<file path="src/rtl/inst_fetch.sv">
// rtl/inst_fetch.sv - instruction fetch front end with PC, credit-limited issue and prefetch FIFO
module inst_fetch #(
   parameter int                    ADDR_WIDTH = 32,
   parameter int                    INST_WIDTH = 32,
   parameter logic [ADDR_WIDTH-1:0] PC_INIT    = ADDR_WIDTH'(32'h8000_0000),
   parameter logic [INST_WIDTH-1:0] NOP_INST   = INST_WIDTH'(32'h0000_0013),
   parameter int                    FIFO_DEPTH = 2
) (
   input  logic                  Clk,
   input  logic                  Rst,
   output logic                  MemReqValid,
   input  logic                  MemReqReady,
   output logic [ADDR_WIDTH-1:0] MemReqAddr,
   input  logic                  MemRespValid,
   input  logic [INST_WIDTH-1:0] MemRespData,
   input  logic                  HoldIn,
   input  logic                  JumpFlag,
   input  logic [ADDR_WIDTH-1:0] JumpAddr,
   output logic [ADDR_WIDTH-1:0] InstAddrOut,
   output logic [INST_WIDTH-1:0] InstOut,
   output logic                  InstValidOut
);

   localparam int PTR_W = $clog2(FIFO_DEPTH);
   localparam int CNT_W = $clog2(FIFO_DEPTH + 1);
   localparam logic [CNT_W:0] DEPTH_C = (CNT_W + 1)'(FIFO_DEPTH);

   logic [ADDR_WIDTH-1:0] pc;
   logic [CNT_W-1:0]      outstanding;
   logic [CNT_W-1:0]      discard;

   // Addresses of issued requests whose responses will be kept, oldest first
   logic [ADDR_WIDTH-1:0] iss_addr [FIFO_DEPTH];
   logic [PTR_W-1:0]      iss_wr;
   logic [PTR_W-1:0]      iss_rd;

   // Prefetch FIFO of (address, instruction) pairs
   logic [ADDR_WIDTH-1:0] fifo_addr [FIFO_DEPTH];
   logic [INST_WIDTH-1:0] fifo_data [FIFO_DEPTH];
   logic [PTR_W-1:0]      fifo_wr;
   logic [PTR_W-1:0]      fifo_rd;
   logic [CNT_W-1:0]      fifo_count;
   logic [ADDR_WIDTH-1:0] last_addr;

   logic                  fifo_empty;
   logic [CNT_W:0]        credit_used;
   logic                  req_fire;
   logic                  resp_ok;
   logic                  resp_drop;
   logic                  push;
   logic                  pop;
   logic [ADDR_WIDTH-1:0] jump_target;

   assign fifo_empty  = (fifo_count == '0);
   assign credit_used = {1'b0, outstanding} + {1'b0, fifo_count};
   assign jump_target = JumpAddr & ~ADDR_WIDTH'(3);

   // Every in-flight request holds a FIFO slot, so the FIFO can never overflow
   assign MemReqValid = !Rst && !JumpFlag && (credit_used < DEPTH_C);
   assign MemReqAddr  = pc;
   assign req_fire    = MemReqValid && MemReqReady;

   // A response with nothing outstanding is a protocol error and is ignored
   assign resp_ok   = MemRespValid && (outstanding != '0);
   assign resp_drop = resp_ok && (discard != '0);
   assign push      = resp_ok && (discard == '0) && !JumpFlag;
   assign pop       = !fifo_empty && !HoldIn && !JumpFlag;

   assign InstValidOut = !fifo_empty;
   assign InstOut      = fifo_empty ? NOP_INST  : fifo_data[fifo_rd];
   assign InstAddrOut  = fifo_empty ? last_addr : fifo_addr[fifo_rd];

   // PC, in-flight request count and count of responses still to be dropped
   always_ff @(posedge Clk or posedge Rst) begin
      if (Rst) begin
         pc          <= PC_INIT;
         outstanding <= '0;
         discard     <= '0;
      end else begin
         if (JumpFlag)
            pc <= jump_target;
         else if (req_fire)
            pc <= pc + ADDR_WIDTH'(4);

         if (req_fire && !resp_ok)
            outstanding <= outstanding + CNT_W'(1);
         else if (!req_fire && resp_ok)
            outstanding <= outstanding - CNT_W'(1);

         // A response landing on the jump edge is itself dropped, so it is not counted
         if (JumpFlag)
            discard <= outstanding - CNT_W'(resp_ok);
         else if (resp_drop)
            discard <= discard - CNT_W'(1);
      end
   end

   // Issue-address queue pointers; a jump turns every in-flight request into a discard
   always_ff @(posedge Clk or posedge Rst) begin
      if (Rst) begin
         iss_wr <= '0;
         iss_rd <= '0;
      end else if (JumpFlag) begin
         iss_wr <= '0;
         iss_rd <= '0;
      end else begin
         if (req_fire)
            iss_wr <= iss_wr + PTR_W'(1);
         if (push)
            iss_rd <= iss_rd + PTR_W'(1);
      end
   end

   // Prefetch FIFO pointers and occupancy; jump flush wins over push and pop
   always_ff @(posedge Clk or posedge Rst) begin
      if (Rst) begin
         fifo_wr    <= '0;
         fifo_rd    <= '0;
         fifo_count <= '0;
      end else if (JumpFlag) begin
         fifo_wr    <= '0;
         fifo_rd    <= '0;
         fifo_count <= '0;
      end else begin
         if (push)
            fifo_wr <= fifo_wr + PTR_W'(1);
         if (pop)
            fifo_rd <= fifo_rd + PTR_W'(1);
         if (push && !pop)
            fifo_count <= fifo_count + CNT_W'(1);
         else if (!push && pop)
            fifo_count <= fifo_count - CNT_W'(1);
      end
   end

   // Remember the address on display so a bubble keeps showing it
   always_ff @(posedge Clk or posedge Rst) begin
      if (Rst)
         last_addr <= PC_INIT;
      else if (!fifo_empty)
         last_addr <= fifo_addr[fifo_rd];
   end

   // Queue storage needs no reset; pointers define which entries are live
   always_ff @(posedge Clk) begin
      if (req_fire)
         iss_addr[iss_wr] <= pc;
      if (push) begin
         fifo_addr[fifo_wr] <= iss_addr[iss_rd];
         fifo_data[fifo_wr] <= MemRespData;
      end
   end

endmodule
</file>
<file path="config.mk">
export PLATFORM = sky130hd
export DESIGN_NAME = inst_fetch
export DESIGN_NICKNAME = d
export VERILOG_FILES = /design/src/rtl/inst_fetch.sv
export SDC_FILE = /design/constraint.sdc
export NUM_CORES = 1
export LEC_CHECK = 0
export ABC_AREA = 1
export CORE_MARGIN = 1
export CORE_UTILIZATION = 50
export CTS_BUF_LIST = sky130_fd_sc_hd__clkbuf_16
export CTS_CLUSTER_SIZE = 40
export DETAILED_ROUTE_END_ITERATION = 16
export PLACE_DENSITY_LB_ADDON = 0.15
export SLEW_MARGIN = 5
export SYNTH_ARGS = -nofsm -noshare
export SYNTH_HDL_FRONTEND = slang
export SYNTH_SLANG_ARGS = --single-unit
</file>
<file path="constraint.sdc">
create_clock -name Clk -period 4.98 [get_ports Clk]
set_clock_uncertainty 0.2 [all_clocks]
set_input_delay 0.498 -clock Clk [delete_from_list [all_inputs] [get_ports Clk]]
set_output_delay 0.498 -clock Clk [all_outputs]
set_load 0.05 [all_outputs]
</file>
==> run_results.csv, run 1 <==
group,metric,value,unit
drt,vias_per_cell,5.093,
cells_and_area,n_fill_cell,1612,
drt,detail_route.wl_per_cell,16.12,um
clocking,clock_latency,0.51,ns
timing,slew_headroom,0.3516,
worst_setup_path,end_kind,"primary output",
placed_design,dp_hpwl,14.22,mm
worst_setup_path,path_max_fanout,35,
power,p_sw_frac,0.4257,
drt,dr.first_iter.drc_count,356,
global_route,grt_pass1_vias,6955,
synth,synthTopCellsByArea,"edfxtp_1 52%, dfrtp_1 16%, nand2_1 9.3%",
timing,worst_hold_slack,0.2905,ns
cells_and_area,drive_gt1_frac,0.09760,
timing,fmax,0.2506,GHz
clocking,clockRootBuffer,"clkbuf_16",
drt,dr.pass1.iters,7,
synth,synth.yosys.warnings,0,
worst_setup_path,cp.arrival,3.29,ns
synth,synth-seq-cells,256,
cells_and_area,syn_to_final_growth,25.56,%
placed_design,gp_congestion,0.8205,
worst_setup_path,path_class,"register to primary output",
floorplan,ioPinCount,168,
clocking,cts_buffers,26,
cells_and_area,antennaDiodeCount,0,
power,leakagePower,0.005158,uW
cells_and_area,multi_input_area,2903,sq um
power,intPower,4852,uW
timing,setup_viol_count_final,0,
global_route,grt_max_degree,71,
timing,hold_viol,0,
min_path,min_path_cells,2,
clocking,cts_buffer_depth,3,
clocking,post-cts-setup-buffer-count,0,
power,power_density,632.0,nW/um^2
power,design_power_total,8450,uW
drt,drc,0,
cells_and_area,final_cell_area,13370,sq um
global_route,antenna_found_initial,1,
clocking,cts_max_level,1,
power,pwr-share-clk,0.213,
synth,postSynth.asyncResetShare,0.2813,
worst_setup_path,r2r_cells,10,
flow_run,cap_violations,0,
clocking,numClockSinks,256,
synth,synth_edf_count,184,
timing,period_needed,3.990,ns
run_status,outcome,"finished, final reports clean",
timing,tightest_slew,0.9726,ns
drt,postRouteAntennaNets,0,
cells_and_area,regArea,7331,sq um
synth,avgSynthCellArea,11.33,sq um
global_route,grt_pass1_wl,36.12,mm
global_route,grt_overflow,0,
timing,rsz0062_at_grt,"no",
drt,finalWirelength,22.60,mm
timing,maxSlewViolCount,0,
floorplan,start_util,0.5081,
clocking,cts_tree,"done",
power,power.switching,3597,uW
timing,finalCritPeriodShare,0.8012,
placed_design,place_area,12550,sq um
clocking,clk_pin_slew,0.06,ns
clocking,cts_hold_buf,1,
synth,yosysTopAreaCellShare,0.5189,
power,vdd_drop_max,0.0002921,V
floorplan,die-height,147.9,um
synth,synth_area_leader_cell,"edfxtp_1",
placed_design,io_buffers,163,
timing,fin_setup_tns,0,ns
cells_and_area,fin_nets,1182,
synth,yosysUniqueCellTypes,37,
synth,ys.flop_type,"edfxtp_1",
min_path,hold_path.class,"register to register",
synth,ys_seq_area_frac,0.6884,
drt,via_count,7140,
global_route,grt_use_total,0.2118,
floorplan,rows,53,
synth,netlist_instances,940,
worst_setup_path,start_kind,"register",
floorplan,die_x,147.9,um
power,comb_power_share,0.442,
worst_setup_path,critPathRequiredTime,4.28,ns
clocking,cts_resized,0,
power,p_seq_frac,0.345,
synth,synth_area,10650,sq um
floorplan,dieArea,21880,sq um
floorplan,core-area,20960,sq um
path summary, 6_finish.rpt:
kind	from	to	slack (ns)
hold reg to reg	last_addr[0]	last_addr[0]	0.29
setup / recovery	fifo_count[0]	InstAddrOut[31]	0.99
min in group asynchronous	Rst	outstanding[0]	0.61
max in group asynchronous	Rst	fifo_rd	2.71
hold / removal	last_addr[0]	last_addr[0]	0.29
setup reg to reg	fifo_count[0]	outstanding[1]	1.94
layout by cell type (no fill, tap or decap), drive strengths merged, types with 26 or more instances in the layout:
cell type	Yosys	routed
nand2	271	271
edfxtp	184	184
clkdlybuf4s50	0	163
a21oi	92	92
nor2	84	84
inv	66	72
dfrtp	70	70
nand3	45	45
mux2	30	30
clkbuf	12	27
o21ai	26	26
metrics by stage:
step,setup WS [ns],instances,util
floorplan,0.5438,941,-
global placement,1.571,1353,0.5991
detailed placement,1.477,1353,0.5991
CTS,0.9320,1402,0.6380
global route,0.8254,1402,0.6380
finish,0.9902,1402,0.6380
final cells by class:
class,count,share of cell area
Sequential cell,256,0.5483
Clock buffer,27,0.05054
Multi-Input combinational cell,582,0.2171
Timing Repair Buffer,175,0.1299
Clock inverter,21,0.009640
Tap cell,275,0.02574
Inverter,66,0.01872
routing by layer:
layer	wire length (um)	up-vias	part of all wire	GRT usage
li1	-	3512	-	-
met1	10090	3383	0.45	0.2962
met2	10680	215	0.47	0.3483
met3	1508	28	0.067	0.03210
met4	310	2	0.014	0.05515
met5	9	-	0.00040	0
power by group through the flow:
stage                     Sequential [uW]  Combinational [uW]  Clock [uW]
after global routing                 2950                3960        1930
after detailed placement             2950                3750           0
after CTS                            2910                3770        1840
final                                2910                3740        1800
after global placement               2940                3700           0
after floorplan                      3070                2400           0
synth_stat cells, types with 8 or more instances:
master,number
nand2_1,263
a21oi_1,92
mux2_2,28
xor2_1,8
edfxtp_1,184
nand3_1,44
inv_1,60
clkbuf_1,12
buf_1,8
nor2_1,73
buf_2,10
o21ai_0,24
dfrtp_1,70
cell families (layout without fill, tap and decap cells):
family | count (synthesis) | after routing | share of synthesized area
flops | 256 | 256 | 0.6884
compound gates | 128 | 128 | 0.06299
xor+xnor | 11 | 11 | 0.009049
simple gates | 406 | 406 | 0.1597
fa+ha+maj | 5 | 5 | 0.006581
mux | 30 | 30 | 0.03173
buf+inv | 103 | 289 | 0.04125
other cells | 1 | 2 | 0.0003522
flip-flops by register name, indices dropped and copies added (netlist names), 2 cells and up:
name / count
fifo_data: 64
fifo_addr: 60
iss_addr: 60
last_addr: 32
MemReqAddr: 30
discard: 2
fifo_count: 2
outstanding: 2
critical path, cell delays in order, from the launching register on:
cell and delay (ns):
dfrtp_1 0.45, nor2_4 0.63, buf_4 0.50, a21oi_1 0.08
a21oi_1 0.23, clkdlybuf4s50_1 0.87
Note: power is estimated with default switching activity, not from simulation.
==> run 2, diff against run 1 <==
CORE_UTILIZATION = 49   (was 50)
clock period = 3.3 ns   (was 4.98 ns; I/O delays follow)
==> run 2 against run 1 <==
  * Sequential cell count is the same
  * Sequential power grew 51%
  * Utilization shrank 0.33 points
  * Total power grew 54%
  * Via count grew 0.36%
  * Non-clock buffer count grew 3
  * Design area grew 0.43%
  * Hold slack lost 0.11 ns
  * Critical path depth is the same
  * Largest power group unchanged
==> run_results.csv, run 2 (synthesis gave the netlist of run 1 again) <==
group,metric,value,unit
floorplan,die-height,149.4,um
floorplan,core-area,21150,sq um
placed_design,place_area,12510,sq um
floorplan,rows,53,
clocking,cts_hold_buf,0,
worst_setup_path,crit_chain,"nor2_4, buf_4, buf_4, a21oi_1, buf_4",
timing,setup_viol_count_final,0,
cells_and_area,layout_commonest_cell,"nand2_1",
clocking,clockRootBuffer,"clkbuf_16",
placed_design,io_buffers,163,
cells_and_area,top_register,"fifo_data",
timing,finalCritPeriodShare,0.8997,
clocking,post-cts-setup-buffer-count,0,
run_status,outcome,"finished, final reports clean",
global_route,grt_pass1_wl,35.76,mm
timing,hold_viol,0,
global_route,antenna_found_initial,0,
floorplan,die_x,149.4,um
worst_setup_path,r2r_slack,0.68,ns
cells_and_area,utilization,0.6347,
cells_and_area,drive_gt1_frac,0.1628,
timing,period_needed,2.969,ns
drt,via_count,7166,
clocking,numClockSinks,256,
worst_setup_path,path_max_fanout,26,
cells_and_area,n_fill_cell,1681,
power,leakagePower,0.005337,uW
power,intPower,7567,uW
worst_setup_path,path_class,"register to primary output",
cells_and_area,antennaDiodeCount,0,
worst_setup_path,start_kind,"register",
clocking,cts_max_level,1,
power,vdd_drop_max,0.0005272,V
drt,dr.pass1.iters,5,
drt,finalWirelength,22.36,mm
drt,drc,0,
floorplan,ioPinCount,168,
power,p_seq_frac,0.337,
clocking,cts_buffers,26,
clocking,clock_latency,0.52,ns
timing,fmax,0.3368,GHz
cells_and_area,fin_nets,1185,
worst_setup_path,critPathRequiredTime,2.77,ns
cells_and_area,final_cell_area,13430,sq um
drt,vias_per_cell,5.100,
flow_run,cap_violations,0,
power,pwr-share-clk,0.236,
power,p_sw_frac,0.4191,
power,design_power_total,13030,uW
timing,worst_hold_slack,0.1818,ns
power,comb_power_share,0.428,
cells_and_area,reg_top3,"fifo_data (64), fifo_addr (60), iss_addr (60)",
power,power_density,970.2,nW/um^2
clocking,cts_tree,"done",
worst_setup_path,slowest_delay,0.46,ns
worst_setup_path,cp.arrival,2.44,ns
timing,tightest_slew,0.7459,ns
cells_and_area,largest_register_ffs,64,
drt,postRouteAntennaNets,0,
clocking,cts_resized,0,
placed_design,dp_hpwl,14.27,mm
placed_design,gp_congestion,0.8522,
drt,dr.first_iter.drc_count,337,
clocking,clk_pin_slew,0.06,ns
worst_setup_path,crit_top_cell,"buf_4",
worst_setup_path,end_kind,"primary output",
clocking,cts_buffer_depth,3,
global_route,grt_max_degree,64,
cells_and_area,mostFrequentLayoutCells,"263 x nand2_1, 184 x edfxtp_1, 97 x clkdlybuf4s50_1, 92 x a21oi_1, 73 x buf_4",
timing,rsz0062_at_grt,"no",
worst_setup_path,cp_slowest_cell,"dfrtp_1",
floorplan,start_util,0.5033,
cells_and_area,syn_to_final_growth,26.10,%
drt,detail_route.wl_per_cell,15.91,um
power,power.switching,5459,uW
worst_setup_path,critPathBufInv,3,
global_route,grt_use_total,0.2060,
global_route,grt_pass1_vias,6955,
worst_setup_path,crit_family,"buffers and inverters",
floorplan,dieArea,22320,sq um
timing,maxSlewViolCount,0,
timing,slew_headroom,0.5027,
global_route,grt_overflow,0,
min_path,hold_path.class,"primary input to asynchronous set/reset pin",
-- run 2: path summary, 6_finish.rpt --
| kind | from | endpoint | cells after the start |
|---|---|---|---|
| setup / recovery | fifo_count[0] | InstOut[10] | 5 |
| hold / removal | Rst | fifo_rd | 3 |
| setup reg to reg | fifo_count[0] | outstanding[1] | 10 |
| hold reg to reg | iss_rd | iss_rd | 1 |
| max in group asynchronous | Rst | last_addr[12] | 4 |
| min in group Clk | JumpAddr[16] | MemReqAddr[16] | 3 |
-- run 2: worst reg2reg max path, delay by kind of cell (launching register included) --
kind	cells	cell delay, ns
compound gates	2	0.27
flops	1	0.46
simple gates	3	0.56
fa+ha+maj	2	0.67
buf+inv	2	0.16
xor+xnor	1	0.16
-- run 2: layout make-up --
class / count / area [sq um] / share of cell area
Clock buffer: 28 / 700.7 / 0.05219
Clock inverter: 20 / 215.2 / 0.01603
Inverter: 66 / 254.0 / 0.01892
Multi-Input combinational cell: 582 / 2903 / 0.2162
Sequential cell: 256 / 7331 / 0.5460
Tap cell: 275 / 344.1 / 0.02563
Timing Repair Buffer: 178 / 1679 / 0.1251
-- run 2: stage by stage --
stage / TNS, ns / cells / setup WS (ns)
4_1_cts: 0 / 1405 / 0.2889
3_3_place_gp: 0 / 1357 / 0.7429
2_1_floorplan: -113.07 / 941 / -0.9119
6_report: 0 / 1405 / 0.3310
5_1_grt: 0 / 1405 / 0.1448
3_5_place_dp: 0 / 1357 / 0.6942
-- run 2: routing by layer --
layer / track usage / vias up / share of wire
met5: 0 / - / 0
met4: 0.05408 / 0 / 0.018
met3: 0.03262 / 30 / 0.069
met2: 0.3417 / 229 / 0.47
met1: 0.2831 / 3394 / 0.44
li1: - / 3513 / -
-- run 2: power by group through the flow --
stage	clock, uW	sequential, uW	combinational, uW
after floorplan	0	4630	3620
after global placement	0	4430	5530
after detailed placement	0	4440	5580
after CTS	3120	4390	5610
after global routing	3250	4450	5960
final	3070	4390	5570
